$ cat config.mk
export PLATFORM = sky130hd
export DESIGN_NAME = bin2bcd_seq_flat
export DESIGN_NICKNAME = d
export VERILOG_FILES = /design/src/rtl/bin2bcd_seq_if.sv /design/src/rtl/bin2bcd_seq.sv /design/src/flat_wrapper.sv
export SDC_FILE = /design/constraint.sdc
export NUM_CORES = 1
export LEC_CHECK = 0
export CAP_MARGIN = 10
export CORE_UTILIZATION = 40
export CTS_BUF_LIST = sky130_fd_sc_hd__clkbuf_16
export DETAILED_ROUTE_END_ITERATION = 12
export SLEW_MARGIN = 20
export SYNTH_ARGS = -nofsm -noshare
export SYNTH_HDL_FRONTEND = slang
export SYNTH_SLANG_ARGS = --single-unit
$ cat constraint.sdc
create_clock -name clk_i -period 2.2 [get_ports clk_i]
set_input_delay 0.33 -clock clk_i [delete_from_list [all_inputs] [get_ports clk_i]]
set_output_delay 0.33 -clock clk_i [all_outputs]
set_load 0.02 [all_outputs]
$ cat src/rtl/bin2bcd_seq_if.sv
// Handshake/result bundle between an operand producer and bin2bcd_seq.
// The master drives operands; the slave (converter) returns BCD digits.
interface bin2bcd_seq_if #(
    parameter int unsigned BIN_W  = 13,
    parameter int unsigned DIGITS = 4
);
    logic [BIN_W-1:0]    bin_i;
    logic                valid_i;
    logic                ready_o;
    logic [4*DIGITS-1:0] bcd_o;
    logic                valid_o;
    logic [DIGITS-1:0]   blank_o;

    modport master (
        output bin_i, valid_i,
        input  ready_o, bcd_o, valid_o, blank_o
    );

    modport slave (
        input  bin_i, valid_i,
        output ready_o, bcd_o, valid_o, blank_o
    );
endinterface

$ cat src/rtl/bin2bcd_seq.sv
// Sequential double-dabble binary-to-BCD converter, one operand bit per cycle.
// Feeds digits to the seven-segment counter/driver.
// Optional macro BIN2BCD_LZB_EN: registers a leading-zero blank mask with bcd_o;
// without it blank_o is tied to zero.
module bin2bcd_seq #(
    parameter int unsigned BIN_W  = 13,
    parameter int unsigned DIGITS = 4
) (
    input  logic         clk_i,
    input  logic         rst_i,
    bin2bcd_seq_if.slave bus
);
    localparam int unsigned CNT_W = $clog2(BIN_W + 1);

    typedef enum logic [1:0] {IDLE, SHIFT, DONE} state_t;

    state_t              state;
    logic [CNT_W-1:0]    cnt;
    logic [BIN_W-1:0]    operand;
    logic [4*DIGITS-1:0] scratch;
    logic [4*DIGITS-1:0] adj;
    logic [4*DIGITS-1:0] scratch_nxt;
    logic [4*DIGITS-1:0] bcd_r;
    logic                ready_r;
    logic                valid_r;
    logic                accept;
    logic                last_shift;

    assign accept     = bus.valid_i & ready_r;
    assign last_shift = (state == SHIFT) && (cnt == CNT_W'(1));

    // One double-dabble step: add 3 to digits >= 5, then shift in the operand MSB.
    always_comb begin
        adj = scratch;
        for (int unsigned d = 0; d < DIGITS; d++) begin
            if (scratch[4*d +: 4] >= 4'd5) begin
                adj[4*d +: 4] = scratch[4*d +: 4] + 4'd3;
            end
        end
        scratch_nxt = {adj[4*DIGITS-2:0], operand[BIN_W-1]};
    end

    // Control FSM with registered handshake and result outputs.
    always_ff @(posedge clk_i or posedge rst_i) begin
        if (rst_i) begin
            state   <= IDLE;
            cnt     <= '0;
            operand <= '0;
            scratch <= '0;
            bcd_r   <= '0;
            ready_r <= 1'b0;
            valid_r <= 1'b0;
        end else begin
            valid_r <= 1'b0;
            case (state)
                IDLE: begin
                    ready_r <= 1'b1;
                    if (accept) begin
                        state   <= SHIFT;
                        ready_r <= 1'b0;
                        operand <= bus.bin_i;
                        scratch <= '0;
                        cnt     <= CNT_W'(BIN_W);
                    end
                end
                SHIFT: begin
                    scratch <= scratch_nxt;
                    operand <= operand << 1;
                    cnt     <= cnt - CNT_W'(1);
                    if (cnt == CNT_W'(1)) begin
                        state   <= DONE;
                        bcd_r   <= scratch_nxt;
                        valid_r <= 1'b1;
                    end
                end
                DONE: begin
                    state   <= IDLE;
                    ready_r <= 1'b1;
                end
                default: begin
                    state   <= IDLE;
                    ready_r <= 1'b0;
                end
            endcase
        end
    end

    assign bus.ready_o = ready_r;
    assign bus.valid_o = valid_r;
    assign bus.bcd_o   = bcd_r;

`ifdef BIN2BCD_LZB_EN
    logic [DIGITS-1:0] blank_nxt;
    logic [DIGITS-1:0] blank_r;
    logic              zero_run;

    // A digit blanks when it and every more-significant digit are zero; units never blank.
    always_comb begin
        blank_nxt = '0;
        zero_run  = 1'b1;
        for (int unsigned d = DIGITS - 1; d >= 1; d--) begin
            zero_run     = zero_run & (scratch_nxt[4*d +: 4] == 4'd0);
            blank_nxt[d] = zero_run;
        end
    end

    // Blank mask is captured alongside bcd_o on the final shift.
    always_ff @(posedge clk_i or posedge rst_i) begin
        if (rst_i) begin
            blank_r <= '0;
        end else if (last_shift) begin
            blank_r <= blank_nxt;
        end
    end

    assign bus.blank_o = blank_r;
`else
    assign bus.blank_o = '0;
`endif
endmodule

$ cat src/flat_wrapper.sv
// flat-port wrapper written by rule: the top's interface ports become plain ports
module bin2bcd_seq_flat 
#(
    parameter int unsigned BIN_W  = 13,
    parameter int unsigned DIGITS = 4
)
  (clk_i, rst_i, bus_bin_i, bus_valid_i, bus_ready_o, bus_bcd_o, bus_valid_o, bus_blank_o);
  bin2bcd_seq_if #(.BIN_W(BIN_W), .DIGITS(DIGITS)) bus_i ();
  input  logic clk_i;
  input  logic rst_i;
  input wire logic [$bits(bus_i.bin_i)-1:0] bus_bin_i;
  input wire logic [$bits(bus_i.valid_i)-1:0] bus_valid_i;
  output wire logic [$bits(bus_i.ready_o)-1:0] bus_ready_o;
  output wire logic [$bits(bus_i.bcd_o)-1:0] bus_bcd_o;
  output wire logic [$bits(bus_i.valid_o)-1:0] bus_valid_o;
  output wire logic [$bits(bus_i.blank_o)-1:0] bus_blank_o;
  assign bus_i.bin_i = bus_bin_i;
  assign bus_i.valid_i = bus_valid_i;
  assign bus_ready_o = bus_i.ready_o;
  assign bus_bcd_o = bus_i.bcd_o;
  assign bus_valid_o = bus_i.valid_o;
  assign bus_blank_o = bus_i.blank_o;
  bin2bcd_seq #(.BIN_W(BIN_W), .DIGITS(DIGITS)) u_core (.clk_i(clk_i), .rst_i(rst_i), .bus(bus_i));
endmodule
Word level (Yosys, flattened, before mapping):

Index checks and enable logic that the tools add are counted.

* reduce and logical (&&, ||, !) cells: 5
* magnitude comparators: 4
* equal/unequal tests: 5
* $add $sub $neg: 5
* bitwise logic cells: 1
* mux-type cells: 17

Operator list (count)
* $pmux W16 S2: 1
* $pmux W13 S2: 1
* $ge A4 B3 Y1 const B: 4
* $mux W16: 1
* $mux W4: 4
* $mux W13: 1
* $add A4 B2 Y4 const B: 3
* $pmux W4 S2: 1
* $reduce_and A2 Y1: 3
* $eq A4 B1 Y1 const B: 1
* $mux W2: 2
* $pmux W2 S2: 1
* $sub A4 B1 Y4 const B: 1
* $add A3 B2 Y3 const B: 1
* $mux W1: 3
* $mux W3: 1
* $pmux W1 S3: 1
* $eq A2 B1 Y1 const B: 1
* $eq A2 B2 Y1 const B: 1
* $logic_not A2 Y1: 1
* $ne A2 B1 Y1 const B: 1
* $ne A2 B2 Y1 const B: 1
* $reduce_bool A2 Y1: 1
* $and A1 B1 Y1: 1

* output and inout port bits: 22
* word-level logic and storage cells: 44
* input port bits: 16
* bits in registers: 53

Logic depth before layout (Yosys ltp):

* depth after elaboration: 3
* gate-level depth with buffers: 7

Worst setup path after synthesis:

Ideal clock, no wire load.

* path type: register to register
* start: reg u_core.cnt[1]
* end: reg u_core.bcd_r[0] (netlist: u_core.bus.bcd_o[0])
* library setup time: 0.125 ns
* data arrival time: 1.443 ns
* path slack: 0.632 ns
* cell stages (with the launch flop): 7
* data required time: 2.075 ns
* cells stage by stage: dfrtp_1 -> inv_1 -> ha_1 -> and4b_1 -> buf_2 -> buf_2 -> mux2_2

* longest elaborated chain between the ends: 2

RTL lines
* start: declaration: RTL line bin2bcd_seq.sv:18 `logic [CNT_W-1:0] cnt;`
* start signal: assignment: RTL line bin2bcd_seq.sv:63 `cnt <= CNT_W'(BIN_W);`
* start signal: assignment: RTL line bin2bcd_seq.sv:69 `cnt <= cnt - CNT_W'(1);`
* $eq A4 B1 Y1
* $reduce_and A2 Y1 (no line)
* end signal: assignment: RTL line bin2bcd_seq.sv:72 `bcd_r <= scratch_nxt;`
* end: declaration: RTL line bin2bcd_seq.sv:23 `logic [4*DIGITS-1:0] bcd_r;`

No other way between the ends.
A chain may end at the register's enable or synchronous reset.

Final worst setup path:

* start: reg u_core.scratch[1]
* end: reg u_core.bcd_r[2] (netlist: u_core.bus.bcd_o[2])

* longest elaborated chain between the ends: 2

RTL lines
* start: declaration: RTL line bin2bcd_seq.sv:20 `logic [4*DIGITS-1:0] scratch;`
* start signal: assignment: RTL line bin2bcd_seq.sv:67 `scratch <= scratch_nxt;`
* $add A4 B2 Y4 / $ge A4 B3 Y1 (equally long branches): RTL line bin2bcd_seq.sv:37, bin2bcd_seq.sv:36
* $mux W4 (*): RTL line bin2bcd_seq.sv:36 `if (scratch[4*d +: 4] >= 4'd5) begin`

Mark *: on every way between the ends. The rest lies on a longest branch, timed or not.

==> impl_metrics.prom <==
# TYPE chip_impl_metric gauge
chip_impl_info{name="run_status",value="finished clean"} 1
chip_impl_metric{name="cts_buffer_depth",unit=""} 2
chip_impl_metric{name="h-tree-depth",unit=""} 2
chip_impl_metric{name="combined_area_of_all_synthesized_cells",unit="sq um"} 2460
chip_impl_info{name="critPathCaptureType",value="register"} 1
chip_impl_metric{name="power.sequential.fraction",unit="%"} 38.4
chip_impl_metric{name="cts.reportedPaths.clkPinSlew",unit="ns"} 0.07
chip_impl_metric{name="ctsHoldBuffers",unit=""} 0
chip_impl_metric{name="finalWorstPathRequiredPeriod",unit="ns"} 1.66
chip_impl_metric{name="slowest_delay",unit="ns"} 0.39
chip_impl_metric{name="count_of_flip_flops_with_a_built_in_enable_after_synthesis",unit=""} 0
chip_impl_metric{name="p_switching",unit="uW"} 1690
chip_impl_info{name="timing.rr.end",value="u_core.bus.bcd_o[2]"} 1
chip_impl_metric{name="post-route-util",unit="%"} 50.9
chip_impl_metric{name="drive_above_1_share",unit="%"} 9.20
chip_impl_metric{name="dieWidth",unit="um"} 80.4
chip_impl_metric{name="asyncSetResetFlopFracSynth",unit="%"} 100
chip_impl_info{name="ordered_cell_list_for_the_critical_path",value="inv_1 > ha_1 > nand2b_1 > a21oi_1 > mux2i_1 > mux2_2"} 1
chip_impl_metric{name="cell_internal_pwr",unit="uW"} 2780
chip_impl_info{name="yosys-top-cells-count",value="53 x sky130_fd_sc_hd__dfrtp_1, 24 x sky130_fd_sc_hd__inv_1, 21 x sky130_fd_sc_hd__a21oi_1, 13 x sky130_fd_sc_hd__o21ai_0, 11 x sky130_fd_sc_hd__a222oi_1"} 1
chip_impl_metric{name="finalSetupViolations",unit=""} 0
chip_impl_info{name="synth-main-ff-cell",value="sky130_fd_sc_hd__dfrtp_1"} 1
chip_impl_metric{name="num_rows",unit=""} 28
chip_impl_metric{name="yosysWarnings",unit=""} 0
chip_impl_metric{name="gpl_congestion",unit=""} 0.710
chip_impl_metric{name="postCtsResizedCells",unit=""} 0
chip_impl_metric{name="comb_power_share",unit="%"} 44.9
chip_impl_metric{name="drt_pass1_iterations",unit=""} 5
chip_impl_metric{name="die-area",unit="sq um"} 6470
chip_impl_info{name="synthMostInstantiatedCell",value="sky130_fd_sc_hd__dfrtp_1"} 1
chip_impl_metric{name="fin_setup_tns",unit="ns"} 0
chip_impl_metric{name="power.share.switching",unit="%"} 37.7
chip_impl_metric{name="synth_top_area_share",unit="%"} 53.9
chip_impl_metric{name="place_hpwl",unit="um"} 3130
chip_impl_metric{name="cellPowerDensity",unit="nW/um^2"} 1480
chip_impl_metric{name="global_route.overflow_total",unit=""} 0
chip_impl_metric{name="first_pass_grt_wire_length",unit="um"} 8030
chip_impl_metric{name="clock_power_share",unit="%"} 16.7
chip_impl_metric{name="seq_area",unit="sq um"} 1330
chip_impl_info{name="r2r_start",value="u_core.scratch[1]"} 1
chip_impl_metric{name="worst_ep_arrival_time",unit="ns"} 1.90
chip_impl_metric{name="synthCells",unit=""} 227
chip_impl_metric{name="remaining_antenna_violation_count",unit=""} 0
chip_impl_metric{name="n_antenna_cell",unit=""} 0
chip_impl_metric{name="worst-slew-pin-transition",unit="ns"} 0.510
chip_impl_metric{name="total_leakage_power",unit="uW"} 0.00143
chip_impl_metric{name="layout_worst_path_cycle_share",unit="%"} 75.6
chip_impl_metric{name="final_hold_viol_count",unit=""} 0
chip_impl_metric{name="drc",unit=""} 0
chip_impl_metric{name="port_buffers",unit=""} 33
chip_impl_metric{name="multi_input_area",unit="sq um"} 968
chip_impl_info{name="setup.worst_path.start",value="u_core.scratch[1]"} 1
chip_impl_metric{name="finalClockSkew",unit="ns"} 0.00735
chip_impl_metric{name="totalWireLength",unit="um"} 4660
chip_impl_info{name="critical_path.endpoint",value="u_core.bus.bcd_o[2]"} 1
chip_impl_metric{name="floorplan.core_area",unit="sq um"} 5920
chip_impl_metric{name="globalRouteTotalUtil",unit="%"} 16.2
chip_impl_metric{name="via_density",unit=""} 5.23
chip_impl_metric{name="critPathRequiredTime",unit="ns"} 2.43
chip_impl_metric{name="slew-limit-headroom",unit="%"} 65.5
chip_impl_metric{name="area_delta_synth_final",unit="%"} 22.5
chip_impl_metric{name="seq_total_area_yosys",unit="%"} 53.9
chip_impl_metric{name="initial_utilization",unit="%"} 41.6
chip_impl_info{name="synth_top_area_cell",value="sky130_fd_sc_hd__dfrtp_1"} 1
chip_impl_metric{name="first_global_vias",unit=""} 1673
chip_impl_metric{name="maxCapViolations",unit=""} 0
chip_impl_metric{name="post-cts-setup-buffers",unit=""} 0
chip_impl_metric{name="detail_route.wl_per_cell",unit="um"} 13.9
chip_impl_metric{name="final_max_slew_viol_count",unit=""} 0
chip_impl_metric{name="reg2regPathDepth",unit=""} 6
chip_impl_metric{name="initial_antenna_violation_count",unit=""} 0
chip_impl_info{name="worstSetupStartpointType",value="register"} 1
chip_impl_metric{name="top_level_pins",unit=""} 38
chip_impl_info{name="cts_tree",value="yes"} 1
chip_impl_metric{name="reg2reg_slack",unit="ns"} 0.54
chip_impl_metric{name="critPathMaxFanout",unit=""} 5
chip_impl_metric{name="initialDrtViolationCount",unit=""} 157
chip_impl_info{name="cp_slowest_cell",value="sky130_fd_sc_hd__dfrtp_1"} 1
chip_impl_info{name="post_synth_main_area_contributors",value="sky130_fd_sc_hd__dfrtp_1 54%, sky130_fd_sc_hd__ha_1 5.1%, sky130_fd_sc_hd__a222oi_1 4.5%"} 1
chip_impl_metric{name="fmax",unit="GHz"} 0.601
chip_impl_info{name="rsz0062_at_grt",value="false"} 1
chip_impl_metric{name="num-nets-final",unit=""} 286
chip_impl_metric{name="ir_worst_vdd",unit="uV"} 583
chip_impl_info{name="timing_worst_setup_path_type",value="register to register"} 1
chip_impl_metric{name="syn_area_per_cell",unit="sq um"} 10.8
chip_impl_metric{name="clk-insertion-delay-late",unit="ns"} 0.29
chip_impl_metric{name="chip_height",unit="um"} 80.4
chip_impl_info{name="min_path_type",value="input port to asynchronous set/reset pin"} 1
chip_impl_metric{name="grt_start_max_net_pins",unit=""} 54
chip_impl_metric{name="cts.sinks",unit=""} 53
chip_impl_metric{name="ys_ff_latch",unit=""} 53
chip_impl_metric{name="n_fill_cell",unit=""} 561
chip_impl_metric{name="netlist-cell-type-count",unit=""} 30
chip_impl_metric{name="total_number_of_vias",unit=""} 1758
chip_impl_metric{name="cts_inserted_buffers",unit=""} 5
chip_impl_info{name="buffer_type_at_the_clock_tree_root",value="sky130_fd_sc_hd__clkbuf_16"} 1
==> registers in the layout, indices dropped and copies added, names as in the netlist <==
signal              count
u_core.bus.valid_o      1
u_core.bus.bcd_o       16
u_core.state            2
u_core.cnt              4
u_core.bus.ready_o      1
u_core.scratch         16
u_core.operand         13
==> critical path, delay by kind of cell, from the launching register on <==
family	cells	cell delay, ns
multiplexers	2	0.50
adder cells (fa/ha/maj)	1	0.25
AO/OA/AOI/OAI	1	0.26
flip-flops	1	0.39
AND/OR/NAND/NOR	1	0.10
buffers and inverters	1	0.11
==> placed cells by master, fill, tap and decap left out, drive strengths merged, types with 7 or more instances in the layout <==
cell type / count
nand2: 10
dfrtp: 53
mux2: 9
buf: 7
nor3b: 7
o21ai: 13
clkdlybuf4s50: 33
inv: 26
nor2: 8
a22o: 9
a222oi: 11
a21oi: 21
ha: 10
==> metrics by stage <==
step | setup WS, ns | instance area [sq um] | cells | hold WS, ns | power [uW]
CTS | 0.512 | 3010 | 336 | 0.418 | 4520
global placement | 0.348 | 2870 | 328 | 0.474 | 3680
detailed placement | 0.328 | 2870 | 328 | 0.489 | 3760
floorplan | 0.584 | 2470 | 230 | 0.455 | 3080
finish | 0.536 | 3010 | 336 | 0.401 | 4470
global route | 0.323 | 3010 | 336 | 0.446 | 4850
==> power by group through the flow <==
stage | logic [uW] | registers (uW) | clock network (uW)
floorplan | 1230 | 1850 | 0
global placement | 1960 | 1720 | 0
detailed placement | 2020 | 1730 | 0
CTS | 2030 | 1720 | 771
global route | 2260 | 1780 | 807
finish | 2010 | 1710 | 746
==> routing by layer <==
metal	global-route usage (%)	routed length, um
met5	0	0
met4	5.36	59
met3	3.98	195
met2	24.5	2080
met1	22.7	2330
==> cell type report <==
type | instances | area share, %
clock buffer | 5 | 4.15
clock inverter | 3 | 0.498
inverter | 24 | 2.99
multi-input combinational | 136 | 32.1
sequential | 53 | 44.0
tap | 75 | 3.11
timing repair buffer | 40 | 13.1
==> cell families (layout without fill, tap and decap cells) <==
kind of cell / Yosys count / after routing / synth area share [%]
compound gates: 60 / 60 / 16.2
simple gates: 45 / 45 / 10.0
xor+xnor: 4 / 4 / 1.42
flops: 53 / 53 / 53.9
fa+ha+maj: 10 / 10 / 5.08
other cells: 1 / 4 / 0.152
mux: 13 / 13 / 5.74
buf+inv: 41 / 72 / 7.47
==> how the worst min path moves through the flow <==
stage                       start                  end  slack [ns]
global route                rst_i    u_core.scratch[9]        0.45
global placement    u_core.cnt[3]        u_core.cnt[3]        0.47
detailed placement  u_core.cnt[3]        u_core.cnt[3]        0.49
CTS                         rst_i  u_core.bus.bcd_o[9]        0.42
floorplan           bus_bin_i[10]   u_core.operand[10]        0.46
finish                      rst_i        u_core.cnt[0]        0.40
Power figures use the tool's default switching activity.
